--- src/rtl/coherence_snoop_responder.sv ---
// coherence_snoop_responder
// Cache-side responder for controller snoops. It owns the MSI state and tag
// copies of a 2-way, 8-set, 2-word-block dcache. A snoop that hits a Modified
// line writes the block back one word at a time. The line is then downgraded
// to S, or invalidated when the snoop is a BusRdX.
//
// Ports:
//   CLK, nRST              clock (rising edge), asynchronous active-low reset
//   ccwait/ccsnoopaddr/    snoop request from the controller: hold, word
//   ccinv                  address, and the invalidate flag for BusRdX
//   dwait                  bus wait for this core's writeback
//   snp_dWEN/daddr/dstore  writeback request, muxed onto the bus by the dcache
//   snoop_busy             block owns the bus side (every state except IDLE)
//   dat_ren/idx/way/word   read strobe and address for the data array
//   dat_rdata              data-array read data, one cycle after dat_ren
//   upd_*                  dcache state/tag write port
//   rd_idx/rd_tag/rd_state combinational lookup of both ways of one set
module coherence_snoop_responder #(
  parameter int unsigned SETS = 8,
  parameter int unsigned WAYS = 2
) (
  input  logic        CLK,
  input  logic        nRST,
  input  logic        ccwait,
  input  logic [31:0] ccsnoopaddr,
  input  logic        ccinv,
  input  logic        dwait,
  output logic        snp_dWEN,
  output logic [31:0] snp_daddr,
  output logic [31:0] snp_dstore,
  output logic        snoop_busy,
  output logic        dat_ren,
  output logic [2:0]  dat_idx,
  output logic        dat_way,
  output logic        dat_word,
  input  logic [31:0] dat_rdata,
  input  logic        upd_en,
  input  logic [2:0]  upd_idx,
  input  logic        upd_way,
  input  logic [25:0] upd_tag,
  input  logic [1:0]  upd_state,
  input  logic [2:0]  rd_idx,
  output logic [51:0] rd_tag,
  output logic [3:0]  rd_state
);

  typedef enum logic [2:0] {IDLE, LOOKUP, WB0, RD1, WB1, UPDATE, HOLD} state_t;
  typedef enum logic [1:0] {MSI_I = 2'b00, MSI_S = 2'b01, MSI_M = 2'b10} msi_t;

  logic [1:0]  line_st  [SETS][WAYS];
  logic [25:0] line_tag [SETS][WAYS];

  state_t      state, next;
  logic [25:0] snp_tag;
  logic [2:0]  snp_idx;
  logic        snp_inv;
  logic        hit_q;
  logic        way_q;
  logic        rdv;
  logic [31:0] wdata_q;
  logic        snoop_wr;

  // The word offset and the byte offset are not used. A writeback always
  // covers the whole block.
  logic unused_addr_bits;
  assign unused_addr_bits = ^ccsnoopaddr[2:0];

  logic       hit0, hit1, hit, hit_way;
  logic [1:0] hit_st;

  assign hit0    = (line_st[snp_idx][0] != MSI_I) && (line_tag[snp_idx][0] == snp_tag);
  assign hit1    = (line_st[snp_idx][1] != MSI_I) && (line_tag[snp_idx][1] == snp_tag);
  assign hit     = hit0 | hit1;
  assign hit_way = ~hit0;
  assign hit_st  = line_st[snp_idx][hit_way];

  assign rd_tag   = {line_tag[rd_idx][1], line_tag[rd_idx][0]};
  assign rd_state = {line_st[rd_idx][1], line_st[rd_idx][0]};

  always_comb begin
    next     = state;
    dat_ren  = 1'b0;
    snoop_wr = 1'b0;
    case (state)
      IDLE:   if (ccwait) next = LOOKUP;
      LOOKUP: begin
        if (!ccwait) next = IDLE;
        else if (hit && hit_st == MSI_M) begin
          next    = WB0;
          dat_ren = 1'b1;
        end else next = UPDATE;
      end
      WB0: begin
        if (!ccwait) next = IDLE;
        else if (!dwait) begin
          next    = RD1;
          dat_ren = 1'b1;
        end
      end
      RD1:    next = ccwait ? WB1 : IDLE;
      WB1: begin
        if (!ccwait) next = IDLE;
        else if (!dwait) next = UPDATE;
      end
      UPDATE: begin
        next     = HOLD;
        snoop_wr = hit_q;
      end
      HOLD:   if (!ccwait) next = IDLE;
      default: next = IDLE;
    endcase
  end

  assign snoop_busy = (state != IDLE);
  assign snp_dWEN   = (state == WB0) || (state == WB1);
  assign snp_daddr  = snp_dWEN ? {snp_tag, snp_idx, state == WB1, 2'b00} : '0;
  // Word 0 arrives from the array in the first WB0 cycle. It is driven straight
  // through in that cycle and held in wdata_q while dwait stalls.
  assign snp_dstore = snp_dWEN ? (rdv ? dat_rdata : wdata_q) : '0;
  assign dat_idx    = snp_idx;
  assign dat_way    = (state == LOOKUP) ? hit_way : way_q;
  assign dat_word   = (state == WB0);

  always_ff @(posedge CLK or negedge nRST) begin
    if (!nRST) begin
      state   <= IDLE;
      snp_tag <= '0;
      snp_idx <= '0;
      snp_inv <= 1'b0;
      hit_q   <= 1'b0;
      way_q   <= 1'b0;
      rdv     <= 1'b0;
      wdata_q <= '0;
    end else begin
      state <= next;
      rdv   <= dat_ren;
      if (rdv) wdata_q <= dat_rdata;
      if (state == IDLE && ccwait) begin
        snp_tag <= ccsnoopaddr[31:6];
        snp_idx <= ccsnoopaddr[5:3];
        snp_inv <= ccinv;
      end
      if (state == LOOKUP) begin
        hit_q <= hit;
        way_q <= hit_way;
      end
    end
  end

  // A dcache write to the same line as the snoop update is dropped, tag
  // included. The snoop result must not be overwritten.
  always_ff @(posedge CLK or negedge nRST) begin
    if (!nRST) begin
      line_st  <= '{default: '0};
      line_tag <= '{default: '0};
    end else begin
      if (upd_en && !(snoop_wr && upd_idx == snp_idx && upd_way == way_q)) begin
        line_st[upd_idx][upd_way]  <= upd_state;
        line_tag[upd_idx][upd_way] <= upd_tag;
      end
      if (snoop_wr) line_st[snp_idx][way_q] <= snp_inv ? MSI_I : MSI_S;
    end
  end

endmodule
--- config.mk ---
export PLATFORM = sky130hd
export DESIGN_NAME = coherence_snoop_responder
export DESIGN_NICKNAME = d
export VERILOG_FILES = /design/src/rtl/coherence_snoop_responder.sv
export SDC_FILE = /design/constraint.sdc
export NUM_CORES = 1
export LEC_CHECK = 0
export CAP_MARGIN = 20
export CORE_ASPECT_RATIO = 1.75
export CORE_UTILIZATION = 30
export DETAILED_ROUTE_END_ITERATION = 12
export RECOVER_POWER = 25
export SYNTH_ARGS = -nofsm -noshare
export SYNTH_HDL_FRONTEND = slang
export SYNTH_SLANG_ARGS = --single-unit
--- constraint.sdc ---
create_clock -name CLK -period 5.27 [get_ports CLK]
set_input_delay 1.3175 -clock CLK [delete_from_list [all_inputs] [get_ports CLK]]
set_output_delay 1.3175 -clock CLK [all_outputs]
set_load 0.1 [all_outputs]
; ---- Word-level counts from Yosys, hierarchy flattened
; Cells that the tools add are included.
[classes]
n_shift = 0
mux = 53
mul = 0
bitwise = 8
reduce_logical = 18
n_eq_ne = 15
magnitude_cmp = 10
addsub = 0
div = 0
[ops]
columns = operator, n
row1 = $bwmux 416, 1
row2 = $bmux 52 s3, 2
row3 = $mux 52, 5
row4 = $mux 32, 5
row5 = $demux 52 s3, 1
row6 = $bwmux 32, 2
row7 = $eq 26x26->1, 2
row8 = $mux 3, 9
row9 = $demux 26 s1, 1
row10 = $mux 26, 1
row11 = $bmux 4 s3, 2
row12 = $demux 4 s3, 2
row13 = $mux 4, 6
row14 = $pmux 3 s7, 1
row15 = $ge 4x4->1 const B, 3
row16 = $not 3->4, 3
row17 = $logic_and 1x1->1, 11
row18 = $mux 2, 5
row19 = $eq 3x3->1 const B, 3
row20 = $lt 4x1->1 const B, 2
row21 = $mux 1, 7
row22 = $eq 3x2->1 const B, 2
row23 = $ge 2x2->1 const B, 3
row24 = $ne 3x3->1 const B, 2
row25 = other kinds (17), 23
[word_totals]
latchBits = 0
romBits = 0
ram_bits = 0
ff_bits = 516
mem_count = 0

; ---- Logic depth before layout (Yosys ltp)
[depth]
word_depth = 16
depth_mapped = 14

; ---- Least setup slack after synthesis
; Ideal clock, no wire load.
[synth_timing]
path_type = register to output
startpoint = register state[2]
endpoint = output snp_daddr[10]
arrival_time_ns = 4.916
path_slack_ns = -0.963
required_time_ns = 3.953
stages_incl_launch_ff = 6
path_cell_list = dfrtp_1 -> clkbuf_1 -> nor3b_1 -> nor2_1 -> clkbuf_1 -> nor2b_1
[synth_via]
elab_chain_len = 3
elab_cells_between_ends = 4
cone_classes = eq/ne: 2 / mux: 1 / reduce/logical: 1
[synth_rtl]
columns = element, line_no
row1 = "start, declared", 53  ; state_t state, next;
row2 = "start signal, assigned", 135  ; state <= next;
row3 = $eq 3x2->1 / $eq 3x3->1 (equally long branches), 115  ; assign snp_dWEN = (state == WB0) || (state == WB1);
row4 = $logic_or 1x1->1 *, 115
row5 = $mux 32 *, 116  ; assign snp_daddr = snp_dWEN ? {snp_tag, snp_idx, state == WB1, 2'b00} : '0;
row6 = "end, declared", 29  ; output logic [31:0] snp_daddr,
; Every way passes the cells marked *; elsewhere a longest branch is shown, timed or not.

; ---- Worst setup path after layout
[layout_timing]
startpoint = register snp_idx[0], in the netlist dat_idx[0]
endpoint = output dat_ren
[layout_via]
elab_chain_len = 16
elab_cells_between_ends = 24
cone_classes = eq/ne: 3 / mux: 12 / bitwise: 4 / reduce/logical: 5
[layout_rtl]
columns = element, line_no
row1 = "start, declared", 55  ; logic [2:0] snp_idx;
row2 = "start signal, assigned", 140  ; snp_idx <= ccsnoopaddr[5:3];
row3 = $not 3->4 (not written as such) *, "71, 72, 75"
row4 = $bmux 52 s3 / $bmux 4 s3 (equally long branches), "71, 72, 75"
row5 = $mux 52 (not written as such) / $mux 4 (equally long branches) (2 in series), "72, 71, 75"
row6 = $eq 26x26->1 / $reduce_bool 2->1 (equally long branches), 71  ; assign hit0 = (line_st[snp_idx][0] != MSI_I) && (line_tag[snp_idx][0] == snp_tag);
row7 = $logic_and 1x1->1, 71
row8 = $not 1->1, 74  ; assign hit_way = ~hit0;
row9 = $not 1->2 (not written as such), 75  ; assign hit_st = line_st[snp_idx][hit_way];
row10 = $mux 2 (not written as such) (3 in series), 75
row11 = $eq 2x2->1, 88  ; else if (hit && hit_st == MSI_M) begin
row12 = $logic_and 1x1->1 *, 88
row13 = $mux 1 *, 88
row14 = $mux 1 *, 87  ; if (!ccwait) next = IDLE;
row15 = $pmux 1 s2 *, 84  ; case (state)
row16 = "end, declared", 32  ; output logic dat_ren,
; Every way passes the cells marked *; elsewhere a longest branch is shown, timed or not. The select of a mux whose other input is x is not followed.

==> summary.txt <==
Status: finished with violations
Failing checks: capacitance limit, slew limit, setup timing
Top cells by count, synth: 553 x mux2_2, 516 x dfrtp_1, 145 x mux4_2
Dpl cells: 3,363
Top cells by area, synth: dfrtp_1 47%, mux2_2 23%, mux4_2 12%, mux2i_1 5.1%, nor2b_1 1.7%
Max-slew violations: 113
Internal Power: 11.4 mW
Hold Path End: wdata_q[0]
Ys async rst share: 100%
Netlist Area Pre-Place: 27,600 um^2
Layout cells sized above 1: 46.8%
GRT Total Usage: 20.7%
Area Overhead vs Synth: 23.9%
Setup crit end kind: output port
Cell taking the most area after synthesis: dfrtp_1
Sw frac: 44.0%
Worst vdd ir: 0.459 mV
Bufs on Longest Clock Path: 3
Worst slew margin: -114%
Post-synth top area share: 46.7%
Vias: 19,200
Clock Root Buffer: clkbuf_16
Tightest Hold Check Type: reg2reg
DR DRC count: 0
Logic pwr share: 50.1%
Largest net degree at the start of global routing: 119
Startpoint Class: flop
Initial antenna violation count: 10
Top FF cell, synth: dfrtp_1
Number of synthesized flops with an enable pin: 0
NetSw: 8.94 mW
CTS tree: built
Top-count cell post-synth: mux2_2
Final hold violations: 0
Num CTS Buffers: 53
Post-route cell area: 34,200 um^2
Maxcap violations: 1
Gpl congestion: 0.918
Worst Hold Launch: wdata_q[0]
Post-DRT Antenna Nets: 0
DIE WIDTH: 231 um
Row cnt: 146
Worst r2r src: dat_idx[0]
Cells after Synth: 2,017
Overall Power: 20.3 mW
Pwr Density: 594 nW/um^2
TritonRoute pass-1 iters: 7
Slew @ Worst Pin: 3210 ps
Leak pwr: 14.1 nW
Routed vias/inst: 5.51
# nets final: 2,357
Final Cycle Share: 104%
H-tree levels: 2
Mean Syn Cell Area: 13.7 um^2
Initial core utilization: 30.4%
Crit path DAT: 4170 ps
Reg2reg path depth: 12
Worst Hold Path Cells: 1
CTS Hold Bufs: 0
# setup viols final: 1
Initial DRC count: 1,504
Flop pwr share: 30.2%
Yosys synthesis warning count: 0
Remaining Overflow, GRT: 0
Final Skew: 32.1 ps
Worst-path clk slew: 60 ps
Yosys reg bits: 516
Latest clock arrival within the worst-skew pair: 650 ps
WL per Instance: 27.8 um
Req. time, crit path: 3950 ps
Maximum clock frequency: 182 MHz
Die ar.: 93,400 um^2
Top Ports: 233
I/O Buffers: 227
Setup WS pre-CTS: 219 ps
Critical path peak fanout: 7
Number of global-route vias before repair: 20,600
Register area share after synthesis: 46.7%
Fin crit period: 5490 ps
Die H: 404 um
HPWL Detailed: 66.7 mm
Setup CP Type: reg2out
Post-Layout Cell Count: 3,478
Clock sink count: 516
Routed WL: 96.8 mm
Unrepaired setup endpoints after global routing: yes
Flop-to-flop setup slack: 1360 ps
Clk pwr share: 19.8%
Core Box Area: 90,800 um^2
Synth cell types: 62
R2R Path End: hit_q
Placed Area: 32,100 um^2
First-pass GRT wire length: 142 mm
Worst Slack Setup Final: -215 ps
Fill count: 8,514
-- layer usage --
| metal | GRT usage [%] | vias up | share of wire [%] |
|---|---|---|---|
| met5 | 0 | - | 0.065 |
| met4 | 11.6 | 10 | 6.2 |
| met3 | 3.30 | 240 | 5.6 |
| met2 | 35.5 | 773 | 50 |
| met1 | 24.5 | 10100 | 38 |
| li1 | - | 8035 | - |
-- placed cells by master (no fill, tap or decap), drive strengths merged, types with 5 or more instances in the layout --
cell type and count:
mux2 556, dfrtp 516, buf 240, mux4 145
mux2i 142, clkdlybuf4s50 85, clkbuf 85, nor2b 75
nand2 55, nor2 53, a22oi 39, xnor2 35
a21oi 24, dlygate4sd3 19, xor2 19, nand3 15
a211oi 14, o21ai 14, a221oi 13, nor3 13
nand4 12, clkinv 11, inv 10, a31oi 8
nand2b 8, o22ai 7, or4 7, a221o 6
a22o 6, nor4 6, bufinv 5
-- worst max-delay path by stage --
stage | cells past startpoint | from | slack (ps) | to
after global placement | 11 | dat_idx[1] | 250 | dat_ren
after floorplan | 6 | state[1] | 40 | snp_daddr[10]
after detailed placement | 11 | dat_idx[1] | 220 | dat_ren
final | 10 | dat_idx[0] | -220 | dat_ren
after global routing | 10 | dat_idx[0] | -240 | dat_ren
after CTS | 12 | dat_idx[0] | -230 | dat_ren
-- registers in the layout (all words and copies together), names as in the netlist --
register,cells
line_st,32
hit_q,1
way_q,1
wdata_q,32
snp_tag,26
dat_idx,3
line_tag,416
rdv,1
snp_inv,1
state,3
-- logic make-up (layout without fill, tap and decap cells) --
group	after synthesis	in the layout	share of synthesized area [%]
xor+xnor	54	54	1.71
simple gates	262	262	4.98
mux	843	843	39.6
compound gates	157	157	4.11
fa+ha+maj	1	1	0.0362
flops	516	516	46.7
buf+inv	183	457	2.81
other cells	1	4	0.0136
-- stage by stage --
step	hold WS [ps]	setup TNS [ps]	utilization, %
2_1_floorplan	456	0	-
3_3_place_gp	476	0	35.3
3_5_place_dp	480	0	35.3
4_1_cts	496	-232	37.4
5_1_grt	506	-12050	37.7
6_report	476	-215	37.7
-- layout make-up --
type / count / area (um^2) / share of cell area (%)
antenna: 2 / 5.00 / 0.0146
clock buffer: 75 / 1540 / 4.50
clock inverter: 20 / 272 / 0.793
inverter: 8 / 33.8 / 0.0987
multi-input combinational: 1319 / 14200 / 41.5
sequential: 516 / 12900 / 37.8
tap: 1184 / 1480 / 4.33
timing repair buffer: 354 / 3760 / 11.0
-- worst max-delay path, cell delays in order, from the launching register on --
cell	delay, ps
dfrtp_4	520
buf_12	150
mux4_2	510
mux2i_2	220
xnor2_1	150
a211oi_2	240
or4bb_1	430
or4_4	590
and4_4	260
o31a_4	300
buf_12	170
-- timing repair --
action | in CTS | in global routing
gates resized for setup | 15 | 32
pin swaps | 0 | 13
buffers inserted | 1 | 17
endpoints found under the setup margin | 1 | 2
cloned | 0 | 1
-- power groups by stage --
stage	Clock, mW	Sequential [mW]	Combinational (mW)
after detailed placement	0	6.22	9.76
after CTS	4.11	6.15	9.85
after global routing	4.25	6.27	10.6
final	4.02	6.13	10.2
after global placement	0	6.12	9.66
after floorplan	0	5.69	6.78
Power figures use the tool's default switching activity.
